## src/rtl/alu_pipe_if.sv

```systemverilog
// Operand/result handshake bundle for alu_pipe: fetch side drives operands, writeback side takes results.
interface alu_pipe_if #(parameter int WIDTH = 8);
  logic             in_valid;
  logic             in_ready;
  logic [WIDTH-1:0] a;
  logic [WIDTH-1:0] b;
  logic [3:0]       alu_sel;
  logic             out_valid;
  logic             out_ready;
  logic [WIDTH-1:0] result;
  logic             carry_out;
  logic             zero;
  logic             negative;
  logic             overflow;

  modport master (
    output in_valid, a, b, alu_sel, out_ready,
    input  in_ready, out_valid, result, carry_out, zero, negative, overflow
  );

  modport slave (
    input  in_valid, a, b, alu_sel, out_ready,
    output in_ready, out_valid, result, carry_out, zero, negative, overflow
  );
endinterface

```

## src/rtl/alu_pipe.sv

```systemverilog
// Registered ALU with valid/ready on both sides; single-cycle ops plus optional shift-add multiply.
// Define ALU_MUL_EN to enable opcode 11 (unsigned multiply); otherwise opcode 11 is reserved.
module alu_pipe #(
  parameter int WIDTH = 8
) (
  input  logic     clk,
  input  logic     rst_n,
  alu_pipe_if.slave bus
);
  localparam int SHW = $clog2(WIDTH);
  localparam int M   = WIDTH - 1;

  typedef enum logic [1:0] {IDLE, BUSY, DONE} state_t;

  state_t           state_reg, state_next;
  logic             accept, is_mul, load_alu, load_mul;
  logic [WIDTH-1:0] alu_res;
  logic             alu_c, alu_v;
  logic [WIDTH:0]   wide;
  logic [SHW-1:0]   shamt;
  logic             big_shift;
  logic [WIDTH-1:0] result_reg;
  logic             carry_reg, zero_reg, neg_reg, ovf_reg;

`ifdef ALU_MUL_EN
  logic [WIDTH-1:0] hi_reg, lo_reg, mcand_reg;
  logic [SHW-1:0]   cnt_reg;
  logic [WIDTH:0]   step_sum;
  logic [WIDTH-1:0] step_hi, step_lo;
  logic             mul_last;

  assign is_mul   = (bus.alu_sel == 4'd11);
  assign mul_last = (state_reg == BUSY) && (cnt_reg == SHW'(WIDTH - 1));
  // One shift-add step: add multiplicand into the high half when the multiplier LSB is set, then shift right.
  assign step_sum = {1'b0, hi_reg} + (lo_reg[0] ? {1'b0, mcand_reg} : '0);
  assign step_hi  = step_sum[WIDTH:1];
  assign step_lo  = {step_sum[0], lo_reg[WIDTH-1:1]};
`else
  assign is_mul = 1'b0;
`endif

  assign accept   = bus.in_valid && bus.in_ready;
  assign load_alu = accept && !is_mul;
  assign load_mul = accept && is_mul;

  always_comb begin
    alu_res   = '0;
    alu_c     = 1'b0;
    alu_v     = 1'b0;
    wide      = '0;
    shamt     = bus.b[SHW-1:0];
    big_shift = (bus.b >= WIDTH'(WIDTH));
    case (bus.alu_sel)
      4'd0: alu_res = bus.a | bus.b;
      4'd1: alu_res = bus.a & bus.b;
      4'd2: begin
        wide    = {1'b0, bus.a} + {1'b0, bus.b};
        alu_res = wide[WIDTH-1:0];
        alu_c   = wide[WIDTH];
        alu_v   = (bus.a[M] == bus.b[M]) && (wide[M] != bus.a[M]);
      end
      4'd3: begin
        wide    = {1'b0, bus.a} - {1'b0, bus.b};
        alu_res = wide[WIDTH-1:0];
        alu_c   = wide[WIDTH];
        alu_v   = (bus.a[M] != bus.b[M]) && (wide[M] != bus.a[M]);
      end
      4'd4: alu_res = bus.a ^ bus.b;
      4'd5: alu_res = ~(bus.a ^ bus.b);
      4'd6: alu_res = ~(bus.a & bus.b);
      4'd7: alu_res = ~(bus.a | bus.b);
      // Shifts use a guard bit so the last bit shifted out lands in a fixed position.
      4'd8: if (!big_shift) begin
        wide    = {1'b0, bus.a} << shamt;
        alu_res = wide[WIDTH-1:0];
        alu_c   = wide[WIDTH];
      end
      4'd9: if (!big_shift) begin
        wide    = {bus.a, 1'b0} >> shamt;
        alu_res = wide[WIDTH:1];
        alu_c   = wide[0];
      end
      4'd10: begin
        if (big_shift) begin
          alu_res = {WIDTH{bus.a[M]}};
          alu_c   = bus.a[M];
        end else begin
          wide    = $signed({bus.a, 1'b0}) >>> shamt;
          alu_res = wide[WIDTH:1];
          alu_c   = wide[0];
        end
      end
      default: ;
    endcase
  end

  always_comb begin
    state_next    = state_reg;
    bus.in_ready  = 1'b0;
    bus.out_valid = 1'b0;
    case (state_reg)
      IDLE: begin
        bus.in_ready = 1'b1;
        if (bus.in_valid) state_next = is_mul ? BUSY : DONE;
      end
`ifdef ALU_MUL_EN
      BUSY: if (mul_last) state_next = DONE;
`endif
      DONE: begin
        bus.out_valid = 1'b1;
        bus.in_ready  = bus.out_ready;
        if (bus.out_ready) begin
          if (bus.in_valid) state_next = is_mul ? BUSY : DONE;
          else              state_next = IDLE;
        end
      end
      default: state_next = IDLE;
    endcase
  end

  always_ff @(posedge clk or negedge rst_n) begin
    if (!rst_n) state_reg <= IDLE;
    else        state_reg <= state_next;
  end

  always_ff @(posedge clk or negedge rst_n) begin
    if (!rst_n) begin
      result_reg <= '0;
      carry_reg  <= 1'b0;
      zero_reg   <= 1'b0;
      neg_reg    <= 1'b0;
      ovf_reg    <= 1'b0;
`ifdef ALU_MUL_EN
      hi_reg     <= '0;
      lo_reg     <= '0;
      mcand_reg  <= '0;
      cnt_reg    <= '0;
`endif
    end else begin
      if (load_alu) begin
        result_reg <= alu_res;
        carry_reg  <= alu_c;
        zero_reg   <= (alu_res == '0);
        neg_reg    <= alu_res[M];
        ovf_reg    <= alu_v;
      end
`ifdef ALU_MUL_EN
      if (load_mul) begin
        hi_reg    <= '0;
        lo_reg    <= bus.b;
        mcand_reg <= bus.a;
        cnt_reg   <= '0;
      end else if (state_reg == BUSY) begin
        hi_reg  <= step_hi;
        lo_reg  <= step_lo;
        cnt_reg <= cnt_reg + 1'b1;
        if (mul_last) begin
          result_reg <= step_lo;
          carry_reg  <= |step_hi;
          zero_reg   <= (step_lo == '0);
          neg_reg    <= step_lo[M];
          ovf_reg    <= 1'b0;
        end
      end
`endif
    end
  end

  assign bus.result    = result_reg;
  assign bus.carry_out = carry_reg;
  assign bus.zero      = zero_reg;
  assign bus.negative  = neg_reg;
  assign bus.overflow  = ovf_reg;
endmodule

```

## src/flat_wrapper.sv

```systemverilog
// flat-port wrapper written by rule: the top's interface ports become plain ports
module alu_pipe_flat 
#(
  parameter int WIDTH = 8
)
  (clk, rst_n, bus_in_valid, bus_a, bus_b, bus_alu_sel, bus_out_ready, bus_in_ready, bus_out_valid, bus_result, bus_carry_out, bus_zero, bus_negative, bus_overflow);
  alu_pipe_if #(.WIDTH(WIDTH)) bus_i ();
  input  logic clk;
  input  logic rst_n;
  input wire logic [$bits(bus_i.in_valid)-1:0] bus_in_valid;
  input wire logic [$bits(bus_i.a)-1:0] bus_a;
  input wire logic [$bits(bus_i.b)-1:0] bus_b;
  input wire logic [$bits(bus_i.alu_sel)-1:0] bus_alu_sel;
  input wire logic [$bits(bus_i.out_ready)-1:0] bus_out_ready;
  output wire logic [$bits(bus_i.in_ready)-1:0] bus_in_ready;
  output wire logic [$bits(bus_i.out_valid)-1:0] bus_out_valid;
  output wire logic [$bits(bus_i.result)-1:0] bus_result;
  output wire logic [$bits(bus_i.carry_out)-1:0] bus_carry_out;
  output wire logic [$bits(bus_i.zero)-1:0] bus_zero;
  output wire logic [$bits(bus_i.negative)-1:0] bus_negative;
  output wire logic [$bits(bus_i.overflow)-1:0] bus_overflow;
  assign bus_i.in_valid = bus_in_valid;
  assign bus_i.a = bus_a;
  assign bus_i.b = bus_b;
  assign bus_i.alu_sel = bus_alu_sel;
  assign bus_i.out_ready = bus_out_ready;
  assign bus_in_ready = bus_i.in_ready;
  assign bus_out_valid = bus_i.out_valid;
  assign bus_result = bus_i.result;
  assign bus_carry_out = bus_i.carry_out;
  assign bus_zero = bus_i.zero;
  assign bus_negative = bus_i.negative;
  assign bus_overflow = bus_i.overflow;
  alu_pipe #(.WIDTH(WIDTH)) u_core (.clk(clk), .rst_n(rst_n), .bus(bus_i));
endmodule
```

## config.mk

```make
export PLATFORM = sky130hd
export DESIGN_NAME = alu_pipe_flat
export DESIGN_NICKNAME = d
export VERILOG_FILES = /design/src/rtl/alu_pipe_if.sv /design/src/rtl/alu_pipe.sv /design/src/flat_wrapper.sv
export SDC_FILE = /design/constraint.sdc
export NUM_CORES = 1
export LEC_CHECK = 0
export BUFFER_PORTS_ARGS = -buffer_cell sky130_fd_sc_hd__buf_2
export CAP_MARGIN = 20
export CORE_UTILIZATION = 50
export CTS_CLUSTER_SIZE = 12
export DETAILED_ROUTE_END_ITERATION = 12
export GPL_TIMING_DRIVEN = 0
export PLACE_DENSITY = 0.71
export SYNTH_ARGS = -nofsm -noshare
export SYNTH_HDL_FRONTEND = slang
export SYNTH_SLANG_ARGS = --single-unit
```

## constraint.sdc

```tcl
create_clock -name clk -period 1.7 [get_ports clk]
set_clock_uncertainty 0.05 [all_clocks]
set_input_delay 0.17 -clock clk [delete_from_list [all_inputs] [get_ports clk]]
set_output_delay 0.17 -clock clk [all_outputs]
set_load 0.01 [all_outputs]
```

# Yosys cells after proc, flatten, opt, wreduce, memory -nomap -nowiden
# Cells that the tools add are included.
[totals]
elab_cells = 57
out_inout_bits = 14
reg_bits = 14
[op_classes]
addsub = 2
shifts = 3
n_reduce_logical = 7
magnitude_cmp = 1
n_eq_ne = 17
mux = 15
bitwise = 6
[op_table]
columns = ["op", "count"]
rows = [
  ["$pmux W8 S11", 1],
  ["$mux W8", 3],
  ["$not A8 Y8", 3],
  ["$eq A4 B3 Y1 const B", 4],
  ["$eq A4 B4 Y1 const B", 3],
  ["$add A8 B8 Y9", 1],
  ["$shl A8 B3 Y9", 1],
  ["$shr A9 B3 Y9", 1],
  ["$sshr A9 B3 Y9", 1],
  ["$sub A8 B8 Y9", 1],
  ["$and A8 B8 Y8", 1],
  ["$eq A4 B2 Y1 const B", 2],
  ["$ge A8 B4 Y1 const B", 1],
  ["$logic_not A8 Y1", 1],
  ["$or A8 B8 Y8", 1],
  ["$xor A8 B8 Y8", 1],
  ["$mux W2", 3],
  ["$pmux W1 S5", 1],
  ["$eq A4 B1 Y1 const B", 1],
  ["$logic_not A4 Y1", 1],
  ["$mux W1", 4],
  ["$ne A2 B2 Y1 const B", 2],
  ["$pmux W1 S2", 2],
  ["$pmux W2 S2", 1],
  ["other kinds (6)", 10],
]

# Longest topological paths before layout
# Gate-level depths: netlist of the first run.
[depth]
ltp_word = 4
mapped_depth = 11

# Least setup slack after synthesis of the first run
# OpenSTA, ideal clock, no wires.
[synth_path]
kind = "input to register"
start = "input bus_b[1]"
end = "register u_core.zero_reg, in the netlist u_core.bus.zero"
required_ns = 1.558
path_slack_ns = -0.644
t_arrival_ns = 2.202
path_buffers = 2
path_stages = 11
path_cell_list = "buf_2 -> inv_1 -> buf_2 -> ha_1 -> o21bai_1 -> a21oi_1 -> xnor2_1 -> o221ai_1 -> a2111oi_4 -> nand4_1 -> o31ai_2"
[synth_via]
elab_chain_cells = 4
word_cells_on_any_way = 17
cone_classes = "2 x add/sub; 1 x order compare; 3 x shift; 4 x mux; 6 x bitwise; 1 x reduce/logical"
[synth_rtl]
columns = ["element", "line_no", "source"]
rows = [
  ["start, declared", "flat_wrapper.sv:12", "input wire logic [$bits(bus_i.b)-1:0] bus_b;"],
  ["$ge A8 B4 Y1 (tied with other cells)", "alu_pipe.sv:52", "big_shift = (bus.b >= WIDTH'(WIDTH));"],
  ["$mux W8 (tied with other cells)", "alu_pipe.sv:84", "if (big_shift) begin"],
  ["$pmux W8 S11 *", "alu_pipe.sv:53", "case (bus.alu_sel)"],
  ["$logic_not A8 Y1 *", "alu_pipe.sv:143", "zero_reg <= (alu_res == '0);"],
  ["end signal, assigned", "alu_pipe.sv:143", ""],
  ["end, declared", "alu_pipe.sv:23", "logic carry_reg, zero_reg, neg_reg, ovf_reg;"],
]
# Every way passes the cells marked *; elsewhere a longest branch is shown, timed or not.
# A chain may end at the register's enable or synchronous reset.

# Worst setup path in the final report of the first run
# Ends and elaborated chain as after synthesis.

==> summary.md, run 1 <==
| Metric | Value |
|---|---|
| Status | `finished, violations left` |
| Failing checks | `setup timing` |
| DR vias/cell | `6.55` |
| I/O pin count | `38` |
| Relative slew margins | `51.3%` |
| Initial antenna violation count | `0` |
| Vias | `3162` |
| Post-DP HPWL | `6.95 mm` |
| Async S/R FF share, synth | `100%` |
| Worst setup EP type | `flip-flop` |
| Final Non-Filler Cells | `483` |
| Leak | `1.54 nW` |
| Overflow after GRT | `0` |
| Clock power frac | `14.8%` |
| Tot GR Track Use | `35.4%` |
| Layout cells sized above 1 | `37.8%` |
| Most area-hungry cell type in the Yosys netlist | `ha_1` |
| Largest net degree at the start of global routing | `13` |
| Max-Cap Viols | `0` |
| Register area share after synthesis | `11.4%` |
| Max Clk Rate | `461 MHz` |
| Worst-case clock buffer depth | `2` |
| Sw frac | `42.2%` |
| # setup viols final | `9` |
| Dpl cells | `454` |
| #FFs+latches synth | `12` |
| Max incr delay on CP | `0.38 ns` |
| Crit Path Category | `in -> reg` |
| Vias in the first global route | `2800` |
| 1st-iter DRT viols | `268` |
| Endpoints failing hold | `0` |
| Combinational fraction of design power | `64.8%` |
| Clock sink total | `12` |
| Global-route wire length before repair | `14.7 mm` |
| Row Count | `26` |
| Post-Syn Area | `2630 µm²` |
| Slowest cell on the critical path | `fa_2` |
| Initial core utilization | `51.9%` |
| Worst min-delay path class | `in -> reg` |
| Critical path launch point type | `input pin` |
| Drt first pass iters | `5` |
| Detail Route Antenna Nets | `0` |
| Internal Power | `0.997 mW` |
| Synthesized area per cell | `7.56 µm²` |
| Final min period | `2.17 ns` |
| Arrival time worst endpoint | `2.27 ns` |
| Clock tree root driver cell | `clkbuf_8` |
| Cell chain of the critical path | `buf_8 -> buf_12 -> inv_8 -> buf_12 -> fa_2 -> nor3b_4 -> nor3_4 -> buf_4 -> a2bb2oi_2 -> mux2i_2 -> nor3_2 -> nand4_1 -> o31ai_2` |
| Worst-path clk slew | `0.05 ns` |
| Post-synth top flop | `dfrtp_1` |
| Cell repeated most along the worst path | `buf_12` |
| Dominant cells by area after synthesis | `ha_1 12%, dfrtp_1 11%, nand2_1 5.8%` |
| Cell family with most CP delay | `simple AND/OR/NAND/NOR gates` |
| Synthesized instance count | `348` |
| Cell Area, Placed | `3060 µm²` |
| CP max FO | `4` |
| Worst hold path startpoint | `bus_in_valid` |
| Htree depth | `1` |
| Final GP Congestion | `0.993` |
| Crit path launch | `bus_b[1]` |
| Die X | `74.6 µm` |
| NumNets Final | `466` |
| Sequential share of power | `20.4%` |
| Ys Warns | `0` |
| Die ar. | `5560 µm²` |
| Synth unique cells | `64` |
| Buf/Inv on CP | `5` |
| Wire per inst | `20.1 µm` |
| Total clock buffers created by CTS | `3` |
| Worst slack at placement | `-0.966 ns` |
| Cell area power density | `464 nW/µm²` |
| Overall power | `1.73 mW` |
| RSZ-0062 raised after global routing | `yes` |
| P&R area growth vs syn | `41.4%` |
| Req. time, crit path | `1.80 ns` |
| Peak VDD IR | `0.000329 V` |
| IO buf count | `36` |
| Tcrit/Tclk final | `128%` |
| Drt drc | `0` |
| Switching pwr | `0.729 mW` |
| Slew Viols, Final | `0` |
| Top-area cell type share of the netlist area | `11.9%` |
| TritonCTS clock tree | `yes` |
| R2r startpoint | `u_core.state_reg[1]$_DFFE_PN0P_` |
| Largest register FFs | `7` |
| Post-synth EDFFs | `0` |
| Net count after synthesis | `399` |
| Worst-skew pair later-pin latency | `0.24 ns` |
| Top cells by count, synth | `41 x nand2_1, 25 x ha_1, 25 x inv_1` |
| Routed WL | `9.69 mm` |
| Die H | `74.6 µm` |
| Top-count cell post-synth | `nand2_1` |
| Least-Margin Pin Slew | `0.722 ns` |
| Final WS setup | `-0.470 ns` |
| Fin area | `3720 µm²` |
| Core box area | `5070 µm²` |
| Hold_ws | `0.0942 ns` |
| Ant. Diodes | `0` |
kinds of logic (layout without fill, tap and decap cells):
group / count (synthesis) / count (layout) / share of synthesized area, %
adder cells (fa/ha/maj): 27 / 27 / 13.4
flip-flops: 12 / 12 / 11.4
XOR/XNOR: 9 / 9 / 2.99
multiplexers: 14 / 14 / 8.22
buffers and inverters: 51 / 116 / 8.70
AND/OR/NAND/NOR: 116 / 116 / 22.1
AO/OA/AOI/OAI: 119 / 119 / 33.1
layer usage:
layer	up-vias	global-route usage (%)	share of wire [%]
met1	1477	46.2	39
met5	-	0	0
met3	46	5.69	8.6
met2	205	57.7	47
li1	1434	-	-
met4	0	15.3	5.9
final cells by class:
type / count / area (µm²)
Multi-Input combinational cell: 285 / 2460
Timing Repair Buffer: 65 / 509
Inverter: 25 / 118
Buffer: 23 / 209
Fill cell: 409 / 1350
Clock buffer: 3 / 41.3
Tap cell: 70 / 87.6
Sequential cell: 12 / 300
stage by stage:
stage               setup TNS, ns  util, %
floorplan                   -1.47        -
global placement            -6.43     60.3
detailed placement          -6.66     60.3
CTS                         -1.82     70.8
global route                -2.61     73.4
finish                      -2.07     73.4
power by group through the flow:
stage | Sequential, mW | Clock [mW] | Combinational, mW
floorplan | 0.379 | 0 | 0.569
global placement | 0.355 | 0 | 0.839
detailed placement | 0.357 | 0 | 0.853
CTS | 0.352 | 0.261 | 1.02
global route | 0.360 | 0.277 | 1.19
finish | 0.352 | 0.256 | 1.12
placed cells by master, fill, tap and decap left out, drive strengths merged, types with 4 or more instances in the layout:
cell,instances
a21oi,25
o221ai,4
a221oi,4
o211ai,12
o21bai,4
clkbuf,15
ha,25
o31ai,6
dfrtp,12
mux2i,7
xor2,6
nor2b,6
nand2,41
nor2,21
inv,24
nor3,9
mux4,6
nand3,9
nand2b,8
a211oi,5
buf,75
o21ai,18
a31oi,7
repair_timing:
| item | CTS | global route |
|---|---|---|
| resized for setup | 82 | 34 |
| buffers inserted | 21 | 8 |
| hold endpoints to repair | 12 | 0 |
| endpoints found under the setup margin | 11 | 11 |
| hold buffers | 1 | 0 |
| pin swaps | 30 | 28 |
path summary, 6_finish.rpt:
kind	endpoint	slack [ns]	cells past startpoint
worst max-delay path	u_core.bus.zero$_DFFE_PN0P_	-0.47	13
worst min-delay path	u_core.state_reg[1]$_DFFE_PN0P_	0.09	2
worst max register to register	u_core.bus.zero$_DFFE_PN0P_	0.11	5
worst min register to register	u_core.bus.result[0]$_DFFE_PN0P_	0.43	2
max in group asynchronous	u_core.bus.result[1]$_DFFE_PN0P_	1.06	2
min in group asynchronous	u_core.bus.carry_out$_DFFE_PN0P_	0.32	2
Power figures use the tool's default switching activity.
==> run 2, diff against run 1 <==
--- a/config.mk
+++ b/config.mk
@@ -12,6 +12,7 @@
 export DETAILED_ROUTE_END_ITERATION = 12
 export GPL_TIMING_DRIVEN = 0
 export PLACE_DENSITY = 0.71
+export SKIP_CTS_REPAIR_TIMING = 1
 export SYNTH_ARGS = -nofsm -noshare
 export SYNTH_HDL_FRONTEND = slang
 export SYNTH_SLANG_ARGS = --single-unit
==> constraint.sdc (replaced) <==
create_clock -name clk -period 2.11 [get_ports clk]
set_clock_uncertainty 0.05 [all_clocks]
set_input_delay 0.211 -clock clk [delete_from_list [all_inputs] [get_ports clk]]
set_output_delay 0.211 -clock clk [all_outputs]
set_load 0.01 [all_outputs]
==> run 2 against run 1 <==
Compared with the run above:
- the run still ends with setup timing left
- sequential cell count unchanged
- worst setup slack better by 0.42 ns
- worst hold slack better by 0.035 ns
- first-iteration DRC count is 6.0% lower
- count of clock-buffer cells in the layout rose by 1
- largest cell class unchanged
==> summary.md, run 2 (synthesis gave the netlist of run 1 again) <==
| Metric | Value |
|---|---|
| DR vias/cell | `6.50` |
| Overflow after GRT | `0` |
| Wire per inst | `19.1 µm` |
| Initial antenna violation count | `0` |
| Req. time, crit path | `2.22 ns` |
| NumNets Final | `459` |
| Row Count | `26` |
| Worst min-delay path class | `in -> reg` |
| Endpoints failing hold | `0` |
| Drt first pass iters | `5` |
| Final WS setup | `-0.0499 ns` |
| Clock sink total | `12` |
| Clock tree root driver cell | `clkbuf_8` |
| Tot GR Track Use | `31.8%` |
| Tcrit/Tclk final | `102%` |
| Max Clk Rate | `463 MHz` |
| Htree depth | `1` |
| Worst-path clk slew | `0.05 ns` |
| Met3 Track Usage GR | `5.01%` |
| Max incr delay on CP | `0.40 ns` |
| Post-DP HPWL | `6.82 mm` |
| Met2 usage | `50.7%` |
| Failing checks | `setup timing` |
| Slowest cell on the critical path | `or3_1` |
| Worst-case clock buffer depth | `2` |
| I/O pin count | `38` |
| Commonest non-fill, non-tap cell in the layout | `nand2_1` |
| Core box area | `5070 µm²` |
| Die ar. | `5560 µm²` |
| Vias in the first global route | `2717` |
| Die H | `74.6 µm` |
| Max-Cap Viols | `0` |
| Dpl cells | `454` |
| GR peak layer | `met2` |
| TritonCTS clock tree | `yes` |
| Commonest non-fill, non-tap cells in the layout | `41 x nand2_1, 32 x buf_2, 22 x buf_4` |
| Ant. Diodes | `0` |
| RSZ-0062 raised after global routing | `yes` |
| Final GP Congestion | `0.947` |
| Largest net degree at the start of global routing | `13` |
| Worst slack at placement | `-0.555 ns` |
| Register Area | `300 µm²` |
| Status | `finished, violations left` |
| Critical path launch point type | `input pin` |
| Layout cells sized above 1 | `30.7%` |
| Global-route wire length before repair | `13.4 mm` |
| Cell chain of the critical path | `buf_12 -> clkinvlp_4 -> ha_4 -> buf_6 -> nand3_2 -> o211ai_1 -> nor3_1 -> or3_1 -> a221oi_2 -> nand4_1 -> o31ai_2` |
| Final min period | `2.16 ns` |
| Cell area power density | `388 nW/µm²` |
| Total clock buffers created by CTS | `3` |
| IO buf count | `36` |
| Arrival time worst endpoint | `2.27 ns` |
| 1st-iter DRT viols | `252` |
| Least-Margin Pin Slew | `0.580 ns` |
| Relative slew margins | `61.4%` |
| Area taken by multi-input logic gates | `2280 µm²` |
| Initial core utilization | `51.9%` |
| Leak | `1.44 nW` |
| Routed WL | `9.13 mm` |
| Slew Viols, Final | `0` |
| # setup viols final | `1` |
| Final Non-Filler Cells | `477` |
| Hold_ws | `0.129 ns` |
| Worst-skew pair later-pin latency | `0.24 ns` |
| CP max FO | `7` |
| Crit Path Category | `in -> reg` |
| Drt drc | `0` |
| P&R area growth vs syn | `29.6%` |
| Die X | `74.6 µm` |
| Core Util, Final | `67.2%` |
| Vias | `3100` |
| Largest register FFs | `7` |
| Detail Route Antenna Nets | `0` |
| Worst setup EP type | `flip-flop` |
| Peak VDD IR | `0.000286 V` |
| Fill cell count | `455` |
| Met1 Use GR | `43.5%` |
[run 2: cell types whose count changed in the layout (fill, tap and decap cells not counted), moves of 4 or more]
cell	previous run	this run
o21ai_0	8	14
buf_4	26	22
ha_4	9	4
o21ai_1	9	3
inv_1	16	20
ha_1	15	20
buf_2	28	32
buf_8	6	2
[run 2: where the power goes]
| part | switching [mW] | total (mW) | internal, mW |
|---|---|---|---|
| Combinational | 0.439 | 0.784 | 0.345 |
| Sequential | 0.0183 | 0.284 | 0.266 |
| Clock | 0.0896 | 0.255 | 0.165 |
[run 2: stage by stage]
step | setup TNS (ns) | cell area, µm² | total power, mW
final | -0.0499 | 3410 | 1.32
after global routing | -0.146 | 3410 | 1.41
after CTS | -1.08 | 3020 | 1.20
after detailed placement | -3.49 | 2970 | 0.941
after global placement | -3.10 | 2970 | 0.930
after floorplan | -0.0174 | 2700 | 0.735
[run 2: worst max-delay path: cells and delay by family]
family | cells | cell delay (ns)
compound gates | 3 | 0.70
buf+inv | 3 | 0.36
simple gates | 4 | 0.69
fa+ha+maj | 1 | 0.31
[run 2: final timing paths]
| kind | depth (start not counted) | endpoint | slack, ns | startpoint |
|---|---|---|---|---|
| max | 11 | u_core.bus.zero$_DFFE_PN0P_ | -0.05 | bus_b[2] |
| min | 2 | u_core.state_reg[1]$_DFFE_PN0P_ | 0.13 | bus_in_valid |
| max reg2reg | 4 | u_core.bus.negative$_DFFE_PN0P_ | 0.65 | u_core.state_reg[1]$_DFFE_PN0P_ |
| min reg2reg | 2 | u_core.bus.overflow$_DFFE_PN0P_ | 0.42 | u_core.bus.overflow$_DFFE_PN0P_ |
| max in group asynchronous | 2 | u_core.bus.result[2]$_DFFE_PN0P_ | 1.47 | rst_n |
| min in group asynchronous | 2 | u_core.bus.zero$_DFFE_PN0P_ | 0.32 | rst_n |
[run 2: per-layer routing]
| metal | part of all wire (%) | wire length (µm) |
|---|---|---|
| met1 | 40 | 3680 |
| met2 | 48 | 4390 |
| met3 | 8.4 | 764 |
| met4 | 3.3 | 297 |
| met5 | 0 | 0 |
[run 2: area by class of cell]
class / instances / area share [%]
well taps: 70 / 2.57
flip-flops and latches: 12 / 8.80
inverters: 25 / 3.01
plain buffers: 25 / 5.90
multi-input cells: 285 / 66.9
repair buffers: 56 / 11.2
clock buffers: 4 / 1.61
==> run 3, diff against run 2 <==
--- a/config.mk
+++ b/config.mk
@@ -5,13 +5,12 @@
 export SDC_FILE = /design/constraint.sdc
 export NUM_CORES = 1
 export LEC_CHECK = 0
-export BUFFER_PORTS_ARGS = -buffer_cell sky130_fd_sc_hd__buf_2
 export CAP_MARGIN = 20
-export CORE_UTILIZATION = 50
+export CORE_UTILIZATION = 35
 export CTS_CLUSTER_SIZE = 12
 export DETAILED_ROUTE_END_ITERATION = 12
+export DONT_BUFFER_PORTS = 1
 export GPL_TIMING_DRIVEN = 0
-export PLACE_DENSITY = 0.71
 export SKIP_CTS_REPAIR_TIMING = 1
 export SYNTH_ARGS = -nofsm -noshare
 export SYNTH_HDL_FRONTEND = slang
==> run 3 against run 2 <==
Compared with the run above:
- total power is 12% lower
- cell area decreased by 6.9%
- critical endpoint is now u_core.bus.negative$_DFFE_PN0P_
- combinational power down 17%
- clock power fell by 20%
- register-to-register slack worse by 0.22 ns
- worst setup slack gained 0.12 ns
- critical path type unchanged
- the run now ends clean
- routed wire length down 2.5%
- sequential share of layout area up 0.65 points
- first-iteration DRC count is 16% higher
- non-clock buffer count fell by 39
==> summary.md, run 3 (synthesis gave the netlist of run 1 again) <==
| Metric | Value |
|---|---|
| Relative slew margins | `58.8%` |
| CP max FO | `9` |
| Fin area | `3180 µm²` |
| Final Non-Filler Cells | `466` |
| Req. time, crit path | `2.18 ns` |
| Critical path launch point type | `input pin` |
| Slew Viols, Final | `0` |
| Internal Power | `0.684 mW` |
| FF-to-FF setup slack | `0.43 ns` |
| Combinational fraction of design power | `56.0%` |
| Cell area power density | `367 nW/µm²` |
| Worst slack at placement | `-0.403 ns` |
| Status | `finished, final reports clean` |
| Tot GR Track Use | `22.5%` |
| Core box area | `7250 µm²` |
| Worst-path clk slew | `0.05 ns` |
| Max Clk Rate | `491 MHz` |
| Commonest non-fill, non-tap cell in the layout | `nand2_1` |
| Hold_ws | `0.0357 ns` |
| IO buf count | `0` |
| Worst min-delay path class | `in -> reg` |
| Worst-case clock buffer depth | `2` |
| Overflow after GRT | `0` |
| # setup viols final | `0` |
| Post-DP HPWL | `6.95 mm` |
| Wire per inst | `19.1 µm` |
| WHS Path Cells | `1` |
| TritonCTS clock tree | `yes` |
| Max-Cap Viols | `0` |
| Overall power | `1.17 mW` |
| Tcrit/Tclk final | `96.5%` |
| Drt first pass iters | `5` |
| Ant. Diodes | `0` |
| Vias | `2807` |
| Worst hold path startpoint | `bus_in_valid` |
| Die X | `88.7 µm` |
| Final min period | `2.04 ns` |
| Die ar. | `7870 µm²` |
| I/O pin count | `38` |
| Clock tree root driver cell | `clkbuf_8` |
| Least-Margin Pin Slew | `0.608 ns` |
| Endpoints failing hold | `0` |
| 1st-iter DRT viols | `293` |
| Worst-skew pair later-pin latency | `0.24 ns` |
| Total clock buffers created by CTS | `3` |
| R2r startpoint | `u_core.state_reg[1]$_DFFE_PN0P_` |
| Crit Path Category | `in -> reg` |
| Switching pwr | `0.482 mW` |
| Htree depth | `1` |
| Dpl cells | `447` |
| Sw frac | `41.3%` |
| Layout cells sized above 1 | `22.9%` |
| Final GP Congestion | `0.963` |
| Cell Area, Placed | `2830 µm²` |
| Core Util, Final | `43.8%` |
| Initial core utilization | `36.3%` |
| P&R area growth vs syn | `20.7%` |
| Vias in the first global route | `2569` |
| Clock sink total | `12` |
| Row Count | `31` |
| Reg-to-Reg End | `u_core.bus.zero$_DFFE_PN0P_` |
| Routed WL | `8.89 mm` |
| Setup TNS | `0 ns` |
| Largest net degree at the start of global routing | `13` |
| Largest register FFs | `7` |
| Drt drc | `0` |
| Initial antenna violation count | `0` |
| Clock power frac | `17.5%` |
| NumNets Final | `420` |
| Hold Crit Endpoint | `u_core.state_reg[1]$_DFFE_PN0P_` |
| Detail Route Antenna Nets | `0` |
| Leak | `1.26 nW` |
| DR vias/cell | `6.02` |
| Arrival time worst endpoint | `2.11 ns` |
| Final WS setup | `0.0728 ns` |
| Worst setup EP type | `flip-flop` |
| RSZ-0062 raised after global routing | `yes` |
| Sequential share of power | `26.5%` |
| Peak VDD IR | `0.000150 V` |
| Commonest non-fill, non-tap cells in the layout | `39 x nand2_1, 22 x inv_1, 22 x a21oi_1` |
| R2R depth | `5` |
| Global-route wire length before repair | `13.5 mm` |
| Die H | `88.7 µm` |
==> run 3: worst max path at each step <==
stage                   startpoint                               to  slack, ns
global route              bus_a[3]      u_core.bus.zero$_DFFE_PN0P_      -0.03
finish                    bus_a[4]  u_core.bus.negative$_DFFE_PN0P_       0.07
global placement    bus_alu_sel[0]  u_core.bus.negative$_DFFE_PN0P_      -0.41
detailed placement  bus_alu_sel[0]  u_core.bus.negative$_DFFE_PN0P_      -0.40
floorplan                 bus_b[2]      u_core.bus.zero$_DFFE_PN0P_      -0.02
CTS                       bus_b[1]      u_core.bus.zero$_DFFE_PN0P_      -0.16
==> run 3: worst max-delay path, stage by stage <==
cell and delay [ns]:
inv_1 0.11, ha_1 0.26, buf_6 0.15, nor3_1 0.24, nand2_2 0.10, a31oi_1 0.32, o21ai_0 0.14, nor2_1 0.10
o21ai_0 0.17, mux2_2 0.30
==> run 3: power groups by stage <==
stage,Combinational (mW),Clock (mW),Sequential [mW]
3_5_place_dp,0.540,0,0.314
6_report,0.653,0.204,0.309
5_1_grt,0.712,0.222,0.313
3_3_place_gp,0.539,0,0.312
2_1_floorplan,0.430,0,0.305
4_1_cts,0.544,0.210,0.310
==> run 3: layout make-up <==
| class | instances | area [µm²] |
|---|---|---|
| Tap cell | 99 | 124 |
| Inverter | 25 | 103 |
| Sequential cell | 12 | 300 |
| Buffer | 26 | 196 |
| Timing Repair Buffer | 16 | 120 |
| Fill cell | 715 | 4080 |
| Clock buffer | 3 | 41.3 |
| Multi-Input combinational cell | 285 | 2290 |
==> run 3: layer usage <==
layer | GRT usage [%] | up-vias | share of wire, %
li1 | - | 1332 | -
met1 | 31.5 | 1336 | 44
met2 | 35.5 | 121 | 46
met3 | 3.64 | 18 | 7.3
met4 | 6.60 | 0 | 2.8
met5 | 0 | - | 0
